**src/rtl/led_frame_fetch_ctrl.sv**
```systemverilog
// led_frame_fetch_ctrl
// Read-side sequencer for the backlight zone FIFO. Each accepted frame_start
// pulls exactly ZONE_NUM words from a show-ahead FIFO and hands them to the
// serializer over valid/ready with a zone index and last flag. A starved FIFO
// is bounded by a timeout, after which the rest of the frame is padded.
module led_frame_fetch_ctrl #(
  parameter int                    DATA_WIDTH = 24,
  parameter int                    ZONE_NUM   = 256,
  parameter int                    ZONE_CNT_W = 8,
  parameter int                    TIMEOUT    = 4096,
  parameter int                    TO_W       = 13,
  parameter logic [DATA_WIDTH-1:0] FILL_VALUE = 24'hFFFFFF
) (
  input  logic                  clk,
  input  logic                  rst,
  input  logic                  frame_start,
  output logic                  fifo_rd_en,
  input  logic                  fifo_rd_vld,
  input  logic [DATA_WIDTH-1:0] fifo_rd_data,
  output logic                  out_vld,
  input  logic                  out_rdy,
  output logic [DATA_WIDTH-1:0] out_data,
  output logic [ZONE_CNT_W-1:0] out_zone,
  output logic                  out_last,
  output logic                  busy,
  output logic                  frame_done,
  output logic                  frame_overrun,
  output logic                  underrun_err
);

  // req_cnt is one bit wider than the zone index so ZONE_NUM = 2^ZONE_CNT_W fits
  localparam logic [ZONE_CNT_W:0] ZONE_NUM_C = (ZONE_CNT_W+1)'(ZONE_NUM);
  localparam logic [ZONE_CNT_W:0] LAST_IDX_C = (ZONE_CNT_W+1)'(ZONE_NUM - 1);
  localparam logic [ZONE_CNT_W:0] REQ_ONE    = (ZONE_CNT_W+1)'(1);
  localparam logic [TO_W-1:0]     TO_LIMIT   = TO_W'(TIMEOUT - 1);
  localparam logic [TO_W-1:0]     TO_ONE     = TO_W'(1);

  typedef enum logic [1:0] {
    IDLE  = 2'd0,
    FETCH = 2'd1,
    PAD   = 2'd2
  } state_t;

  state_t                  state_reg, state_next;
  logic [ZONE_CNT_W:0]     req_cnt_reg;
  logic [TO_W-1:0]         to_cnt_reg;
  logic                    out_vld_reg;
  logic [DATA_WIDTH-1:0]   out_data_reg;
  logic [ZONE_CNT_W-1:0]   out_zone_reg;
  logic                    out_last_reg;
  logic                    frame_done_reg;
  logic                    frame_overrun_reg;
  logic                    underrun_reg;

  logic                    can_load;
  logic                    accept;
  logic                    last_accept;
  logic                    more;
  logic                    rd_en;
  logic                    load_fifo;
  logic                    load_fill;
  logic                    load;
  logic                    starved;
  logic                    timeout_hit;
  logic                    start;
  logic                    overrun;
  logic [DATA_WIDTH-1:0]   load_word;

  // The single output register can take a new word when empty or draining
  assign can_load    = !out_vld_reg || out_rdy;
  assign accept      = out_vld_reg && out_rdy;
  assign last_accept = accept && out_last_reg;
  assign more        = req_cnt_reg < ZONE_NUM_C;
  assign load        = load_fifo || load_fill;
  assign load_word   = load_fifo ? fifo_rd_data : FILL_VALUE;
  assign overrun     = frame_start && (state_reg != IDLE);

  // State register
  always_ff @(posedge clk or posedge rst) begin
    if (rst) state_reg <= IDLE;
    else     state_reg <= state_next;
  end

  // Next-state and per-cycle control; rd_en never looks at fifo_rd_vld
  always_comb begin
    state_next  = state_reg;
    rd_en       = 1'b0;
    load_fifo   = 1'b0;
    load_fill   = 1'b0;
    starved     = 1'b0;
    timeout_hit = 1'b0;
    start       = 1'b0;
    case (state_reg)
      IDLE: begin
        if (frame_start) begin
          start      = 1'b1;
          state_next = FETCH;
        end
      end
      FETCH: begin
        rd_en     = can_load && more;
        load_fifo = rd_en && fifo_rd_vld;
        starved   = rd_en && !fifo_rd_vld;
        if (starved && (to_cnt_reg == TO_LIMIT)) begin
          timeout_hit = 1'b1;
          state_next  = PAD;
        end
        if (last_accept) state_next = IDLE;
      end
      PAD: begin
        load_fill = can_load && more;
        if (last_accept) state_next = IDLE;
      end
      default: state_next = IDLE;
    endcase
  end

  // Request and starvation counters, plus the frame-sticky underrun flag
  always_ff @(posedge clk or posedge rst) begin
    if (rst) begin
      req_cnt_reg  <= '0;
      to_cnt_reg   <= '0;
      underrun_reg <= 1'b0;
    end else if (start) begin
      req_cnt_reg  <= '0;
      to_cnt_reg   <= '0;
      underrun_reg <= 1'b0;
    end else begin
      if (load)           req_cnt_reg  <= req_cnt_reg + REQ_ONE;
      if (load_fifo)      to_cnt_reg   <= '0;
      else if (starved)   to_cnt_reg   <= to_cnt_reg + TO_ONE;
      if (timeout_hit)    underrun_reg <= 1'b1;
    end
  end

  // Output register: load on pop or pad, otherwise drop valid once accepted
  always_ff @(posedge clk or posedge rst) begin
    if (rst) begin
      out_vld_reg  <= 1'b0;
      out_data_reg <= '0;
      out_zone_reg <= '0;
      out_last_reg <= 1'b0;
    end else if (load) begin
      out_vld_reg  <= 1'b1;
      out_data_reg <= load_word;
      out_zone_reg <= req_cnt_reg[ZONE_CNT_W-1:0];
      out_last_reg <= (req_cnt_reg == LAST_IDX_C);
    end else if (accept) begin
      out_vld_reg  <= 1'b0;
    end
  end

  // One-cycle status pulses, registered so they follow the triggering cycle
  always_ff @(posedge clk or posedge rst) begin
    if (rst) begin
      frame_done_reg    <= 1'b0;
      frame_overrun_reg <= 1'b0;
    end else begin
      frame_done_reg    <= last_accept;
      frame_overrun_reg <= overrun;
    end
  end

  assign fifo_rd_en    = rd_en;
  assign out_vld       = out_vld_reg;
  assign out_data      = out_data_reg;
  assign out_zone      = out_zone_reg;
  assign out_last      = out_last_reg;
  assign busy          = (state_reg != IDLE);
  assign frame_done    = frame_done_reg;
  assign frame_overrun = frame_overrun_reg;
  assign underrun_err  = underrun_reg;

endmodule

```
**config.mk**
```make
export PLATFORM = sky130hd
export DESIGN_NAME = led_frame_fetch_ctrl
export DESIGN_NICKNAME = d
export VERILOG_FILES = /design/src/rtl/led_frame_fetch_ctrl.sv
export SDC_FILE = /design/constraint.sdc
export NUM_CORES = 1
export LEC_CHECK = 0
export BUFFER_PORTS_ARGS = -buffer_cell sky130_fd_sc_hd__buf_4
export CORE_ASPECT_RATIO = 2
export CORE_MARGIN = 8
export CORE_UTILIZATION = 35
export CTS_CLUSTER_DIAMETER = 150
export DETAILED_ROUTE_END_ITERATION = 10
export GPL_ROUTABILITY_DRIVEN = 0
export HOLD_SLACK_MARGIN = 0.06
export SYNTH_ARGS = -nofsm -noshare
export SYNTH_HDL_FRONTEND = slang
export SYNTH_SLANG_ARGS = --single-unit
```
**constraint.sdc**
```tcl
create_clock -name clk -period 2.5 [get_ports clk]
set_clock_uncertainty 0.15 [all_clocks]
set_input_delay 0.375 -clock clk [delete_from_list [all_inputs] [get_ports clk]]
set_output_delay 0.375 -clock clk [all_outputs]
set_load 0.05 [all_outputs]
```
Yosys cells after proc, flatten, opt, wreduce, memory -nomap -nowiden
Index checks and enable logic that the tools add are counted.

word-level totals
  input port bits = 29
  bits in registers = 61
  logic and storage cells = 61
  output and inout port bits = 39

operators by class
  add/subtract/negate cells = 2
  reductions and logical operators = 18
  $lt $le $gt $ge = 1
  equal/unequal tests = 7
  muxes and demuxes = 23

operators by type and width
  operator                                                number
  two-way mux 13 bit                                      3
  two-way mux 24 bit                                      1
  two-way mux 9 bit                                       2
  adder 13 x 1 -> 13 bit (second input constant)          1
  equality test 13 x 12 -> 1 bit (second input constant)  1
  two-way mux 1 bit                                       12
  adder 9 x 1 -> 9 bit (second input constant)            1
  equality test 9 x 8 -> 1 bit (second input constant)    1
  less-than comparator 9 bit (second input constant)      1
  two-way mux 2 bit                                       4
  nonzero test 2 bit                                      4
  logical AND 1 bit                                       7
  one-hot mux 2 bit (3 select lines)                      1
  != test 2 bit (second input constant)                   2
  != test 3 bit (second input constant)                   1
  AND reduction 3 bit                                     1
  nonzero test 3 bit                                      1
  equality test 2 x 1 -> 1 bit (second input constant)    1
  equality test 2 bit (second input constant)             1
  zero test 1 bit                                         2
  zero test 2 bit                                         1
  logical OR 1 bit                                        2

Depth between registers and ports, before layout
Gate-level depths: netlist of the first run.

  word-level depth = 9
  gate-level depth with buffers = 7
  depth with buffers taken out = 6

Worst setup path before layout of the first run
Ideal clock, no wire load.

  path kind = register to output
  start point = register out_vld_reg, in the netlist out_vld
  end point = output fifo_rd_en
  data required time = 1975 ps
  slack = 447 ps
  stages on the path, launching flop included = 4
  path buffers = 0
  arrival time = 1528 ps
  cells stage by stage = dfrtp_1 > nand2b_1 > nand2_1 > nor2_1

between the ends
  word-level cells in the longest chain between the ends = 4

RTL lines
  what                    line  RTL
  from (decl)             47    logic out_vld_reg;
  from (signal assigned)  139   out_vld_reg <= 1'b0;
  from (signal assigned)  144   out_vld_reg <= 1'b1;
  from (signal assigned)  149   out_vld_reg <= 1'b0;
  zero test 1 bit         70    assign can_load = !out_vld_reg || out_rdy;
  logical OR 1 bit        70
  logical AND 1 bit       101   rd_en = can_load && more;
  two-way mux 1 bit       93    case (state_reg)
  to (decl)               17    output logic fifo_rd_en,

No other way between the ends.

Final worst setup path of the first run
  start point = register state_reg[0]
  end point = register req_cnt_reg[6]

between the ends
  word-level cells in the longest chain between the ends = 4
  elaborated cells on any way between the ends = 9
  classes of those cells = eq/ne (2); mux (4); reduce/logical (3)

RTL lines
  what                                                                 line  RTL
  from (decl)                                                          44    state_t state_reg, state_next;
  from (signal assigned)                                               81    else state_reg <= state_next;
  equality test 2 x 1 -> 1 bit or equality test 2 bit (tied branches)  93
  two-way mux 1 bit                                                    93
  logical OR 1 bit                                                     74    assign load = load_fifo || load_fill;
  nonzero test 2 bit (no source line)                                  -
  to (signal assigned)                                                 129   if (load) req_cnt_reg <= req_cnt_reg + REQ_ONE;
  to (decl)                                                            45    logic [ZONE_CNT_W:0] req_cnt_reg;

Parallel ways exist; a longest one is shown, timed or not.
A chain may end at the register's enable or synchronous reset.

==> results of run 1 <==
==> report_power, final <==
group | total [mW] | internal [mW] | switching, mW
sequential | 1.51 | 1.29 | 0.220
clock | 1.05 | 0.652 | 0.397
combinational | 2.06 | 0.650 | 1.41
total | 4.62 | 2.60 | 2.02
==> layer usage <==
layer | up-vias | global-route usage [%] | routed length, microns
met5 | - | 0 | 0
met2 | 50 | 25.3 | 4140
met1 | 1081 | 13.7 | 2620
met3 | 9 | 4.04 | 282
met4 | 0 | 6.29 | 136
li1 | 1060 | - | -
==> cells by family (layout without fill, tap and decap cells) <==
group	after synthesis	in the layout	share of synthesized area (%)
AO/OA/AOI/OAI	62	62	17.4
XOR/XNOR	1	1	0.326
adder cells (fa/ha/maj)	3	3	1.40
buffers and inverters	16	96	2.98
flip-flops	61	61	56.8
multiplexers	5	5	1.86
AND/OR/NAND/NOR	101	101	19.2
==> placed cells by master, fill, tap and decap left out, types with 3 or more instances in the layout <==
cell type	instances
o21ai_0	8
or4_1	3
ha_1	3
nor4_1	5
inv_1	5
o31ai_1	6
clkinv_2	3
nand3_1	9
or3_1	3
a21oi_1	8
dfrtp_1	61
nor3_1	3
clkbuf_16	9
nor2_1	7
nand4_1	3
mux2i_1	5
o22a_1	25
buf_4	73
nand2_1	48
a31oi_1	3
nand2b_1	7
==> worst min path at each step <==
stage	startpoint	endpoint	cells after the start
detailed placement	out_zone[2]	out_zone[2]	2
finish	fifo_rd_data[23]	out_data[23]	2
global route	fifo_rd_data[10]	out_data[10]	2
global placement	rst	out_data[19]	3
floorplan	req_cnt_reg[6]	req_cnt_reg[6]	1
CTS	fifo_rd_data[1]	out_data[1]	2
==> final cells by class <==
cell class	count	share of cell area, %
inverters	6	0.625
multi-input cells	172	30.2
well taps	94	3.27
clock inverters	3	0.417
repair buffers	76	16.6
flip-flops and latches	61	42.4
clock buffers	11	6.46
==> timing repair <==
| action | CTS | global route |
|---|---|---|
| hold endpoints to repair | 61 | 0 |
| endpoints found under the setup margin | 0 | 0 |
| hold buffers | 1 | 0 |
==> critical path, stage by stage (launching register included) <==
cell      delay [ps]
dfrtp_1          490
nand3b_1         200
a211o_1          530
o311ai_0         420
o41ai_1          160
==> run summary, run 1 <==
Power per Cell Area: 1280 nW/um^2
Total power: 4.62 mW
R2R depth: 4
Nets: 358
Seq. cell area: 1530 sq um
Core ar.: 7540 sq um
Req. time, crit path: 2520 ps
Fin cells: 423
Pleak: 1.64 nW
CP endpoint kind: flop
Remaining antenna violation count: 0
Top FF cell, synth: dfrtp_1
Max reg flops: 24
Worst reg2reg path startpoint: state_reg[0]
Placed Area: 3340 sq um
Status: complete, no violations
# resized after CTS: 0
Number of buffers created by CTS: 9
Worst min path class: in -> reg
Ys async rst share: 100%
Rel. slew slack: 58.9%
Post-CTS Setup Inserts: 0
Yosys top cell by area: dfrtp_1
RSZ-0062 raised after global routing: no
Netlist cell types: 44
Area growth syn-to-layout: 34.0%
CTS tree: built
Synth cell count leaders: 61 x dfrtp_1, 48 x nand2_1, 25 x o22a_1
WP data arrival: 2130 ps
Number of antenna violations at the first check in global routing: 0
Syn nets: 281
Vias in the first global route: 2335
Antenna diode count: 0
Final core utilization: 47.7%
Worst hold slack: 131 ps
Crit start category: flop
Die Area: 10900 sq um
Final worst setup slack: 398 ps
Num ports: 68
Post-Place Setup Slack: 428 ps
Fin. max-slew vios: 0
Placed Instances: 408
Global route overflow: 0
Fmax: 476 MHz
Setup TNS: 0 ps
# DRC: 0
Wirelength per Cell: 17.0 microns
Count leader, synth: dfrtp_1
Vias: 2200
Die Y: 140 microns
Port bufs: 67
Post-synthesis sequential area ratio: 56.8%
#FFs+latches synth: 61
CTS max path bufs: 2
Maxcap violations: 0
Initial Utilization: 35.6%
R2R setup slack: 400 ps
Total Routing Usage GR: 13.8%
Worst-Skew Late Latency: 320 ps
Worst Setup SP: state_reg[0]
Post-DP HPWL: 5190 microns
Post-synth EDFFs: 0
Layout cells sized above 1: 29.2%
DRT Pass-1 Iters: 4
Worst VDD drop: 0.688 mV
Yosys warnings: 0
Yosys top cell area share: 56.8%
Root Buffer Master: clkbuf_16
Area of the multi-input gates: 1090 sq um
Htree depth: 3
Post-DR vias/cell: 5.20
Crit path kind: reg -> reg
R2r endpoint: req_cnt_reg[6]
First-pass GRT wire length: 11700 microns
Finished layout cell area: 3600 sq um
Period utilisation layout: 84.1%
Avg Cell Area, Syn: 10.8 sq um
Largest net degree at the start of global routing: 62
FP Rows: 45
Worst-path fanout max: 20
Clk sinks: 61
Mapped Cells: 249
Mapped cell area: 2690 sq um
Fillers: 756
Final Setup Violations: 0
Fin crit period: 2100 ps
Final Hold Viols: 0
Synth top area cells: dfrtp_1 57%, o22a_1 8.1%, nand2_1 6.7%
Clock transition at path regs: 50 ps
DRT Wirelength: 7180 microns
Worst setup endpoint: req_cnt_reg[6]
Slew @ Worst Pin: 614 ps
Die X: 78.0 microns
Initial DRC Count: 114
Power figures use the tool's default switching activity.
==> run 2: changes to the inputs <==
clock period = 1.7 ns   (was 2.5 ns; I/O delays follow)
==> run 2 against run 1 <==
The flow now finishes with violations (negative setup slack). Sequential power is 48% higher. Fmax increased by 19%. Core utilization rose by 13 points. Largest cell class unchanged.
==> run summary, run 2 (synthesis gave the netlist of run 1 again) <==
Req. time, crit path: 1740 ps (-780 ps)
Die Area: 10900 sq um (unchanged)
Fin crit period: 1770 ps (-335 ps)
Final Hold Viols: 0 (unchanged)
CTS tree: built
DRT Pass-1 Iters: 4 (unchanged)
Slew @ Worst Pin: 409 ps (-206 ps)
Crit path kind: reg -> reg
Total Routing Usage GR: 15.5% (+1.7 points)
Period utilisation layout: 104% (+20 points)
Fin cells: 490 (+16%)
Port bufs: 67 (unchanged)
Placed Instances: 439 (+7.6%)
First-pass GRT wire length: 13400 microns (+14%)
Power per Cell Area: 1700 nW/um^2 (+33%)
Number of buffers created by CTS: 9 (unchanged)
Post-DR vias/cell: 5.13 (-1.3%)
Layout cells sized above 1: 46.2% (+17 points)
Htree depth: 3 (unchanged)
FP Rows: 45 (unchanged)
Num ports: 68 (unchanged)
WP data arrival: 1810 ps (-320 ps)
Most common cell after layout, fill and taps aside: buf_4
Die Y: 140 microns (unchanged)
Setup TNS: -927 ps (-927 ps)
Area growth syn-to-layout: 70.8%
Rel. slew slack: 72.7% (+14 points)
Core ar.: 7540 sq um (unchanged)
Worst hold slack: 108 ps (-22.6 ps)
Vias: 2515 (+14%)
Vias in the first global route: 2759 (+18%)
Post-DP HPWL: 5660 microns (+9.1%)
Remaining antenna violation count: 0 (unchanged)
Worst-Skew Late Latency: 320 ps (about the same)
Initial DRC Count: 137 (+20%)
Worst-path fanout max: 6 (-70%)
Worst min path class: in -> reg
Fillers: 612 (-19%)
Commonest cells after routing, fill and taps aside: 95 x buf_4, 58 x dfrtp_1, 37 x nand2_1
Wirelength per Cell: 16.9 microns (-0.70%)
Root Buffer Master: clkbuf_16
Status: finished with violations
Largest net degree at the start of global routing: 35 (-44%)
Clk sinks: 61 (unchanged)
CTS max path bufs: 2 (unchanged)
Failing checks: negative setup slack
Antenna diode count: 0 (unchanged)
CP endpoint kind: flop
Total power: 7.82 mW (+69%)
Die X: 78.0 microns (unchanged)
Initial Utilization: 35.6% (unchanged)
Max reg flops: 24 (unchanged)
Final core utilization: 60.8% (+13 points)
Final Setup Violations: 33 (+33)
DRT Wirelength: 8260 microns (+15%)
Final worst setup slack: -66.6 ps (-465 ps)
Crit start category: flop
# DRC: 0 (unchanged)
RSZ-0062 raised after global routing: yes
Nets: 423 (+18%)
Number of antenna violations at the first check in global routing: 0 (unchanged)
Pleak: 2.11 nW (+28%)
Maxcap violations: 0 (unchanged)
R2R setup slack: -70 ps (-460 ps)
Clock transition at path regs: 50 ps (about the same)
Fin. max-slew vios: 0 (unchanged)
Worst VDD drop: 0.979 mV (+42%)
Fmax: 566 MHz (+19%)
Global route overflow: 0 (unchanged)
[run 2: cell types whose count changed in the layout (fill, tap and decap cells not counted), moves of 7 or more]
cell and delta:
buf_6 +13, buf_4 +22, dlygate4sd3_1 +24, nand2_1 -11
nand2_2 +7
[run 2: metal layers]
| metal | up-vias | track usage (%) | routed length [microns] |
|---|---|---|---|
| met5 | - | 0 | 0 |
| met3 | 17 | 3.40 | 255 |
| li1 | 1198 | - | - |
| met4 | 0 | 9.93 | 221 |
| met2 | 48 | 28.4 | 4890 |
| met1 | 1252 | 14.9 | 2890 |
[run 2: path summary, 6_finish.rpt]
check | start | endpoint | cells past startpoint
setup / recovery | state_reg[1] | req_cnt_reg[6] | 5
hold / removal | frame_start | frame_overrun | 3
setup reg to reg | state_reg[1] | req_cnt_reg[6] | 5
hold reg to reg | out_zone[6] | out_zone[6] | 2
max in group asynchronous | rst | out_data[9] | 4
min in group asynchronous | rst | to_cnt_reg[6] | 3
[run 2: final cells by class]
| cell class | instances | area (sq um) | area share (%) |
|---|---|---|---|
| flip-flops and latches | 61 | 1530 | 33.3 |
| multi-input cells | 172 | 1350 | 29.3 |
| repair buffers | 141 | 1270 | 27.7 |
| clock buffers | 12 | 246 | 5.37 |
| well taps | 94 | 118 | 2.56 |
| clock inverters | 4 | 47.5 | 1.04 |
| inverters | 6 | 31.3 | 0.682 |
[run 2: what timing repair did]
action	4_1_cts	5_1_grt
setup endpoints to repair	47	58
endpoints found under the hold margin	39	0
buffers inserted	6	4
gates cloned	0	1
pin swaps	16	41
hold buffers	25	0
gates resized for setup	44	33
[run 2: critical path, cell delays in order, from the launching register on]
cell and delay (ps):
dfrtp_2 410, nand3b_1 200, a211o_4 390, buf_6 140
o311ai_4 220, o41ai_2 120
[run 2: metrics by stage]
stage / setup WS [ps] / cell area, sq um
after floorplan: -158 / 2720
after global placement: -34.2 / 3630
after detailed placement: -69.6 / 3630
after CTS: -78.3 / 4370
after global routing: -134 / 4590
final: -66.6 / 4590
[run 2: where the power goes]
group	leakage, nW	total (mW)	switching [mW]	internal (mW)
sequential	0.750	2.24	0.334	1.91
clock	0.143	1.79	0.618	1.17
combinational	1.21	3.79	2.34	1.45
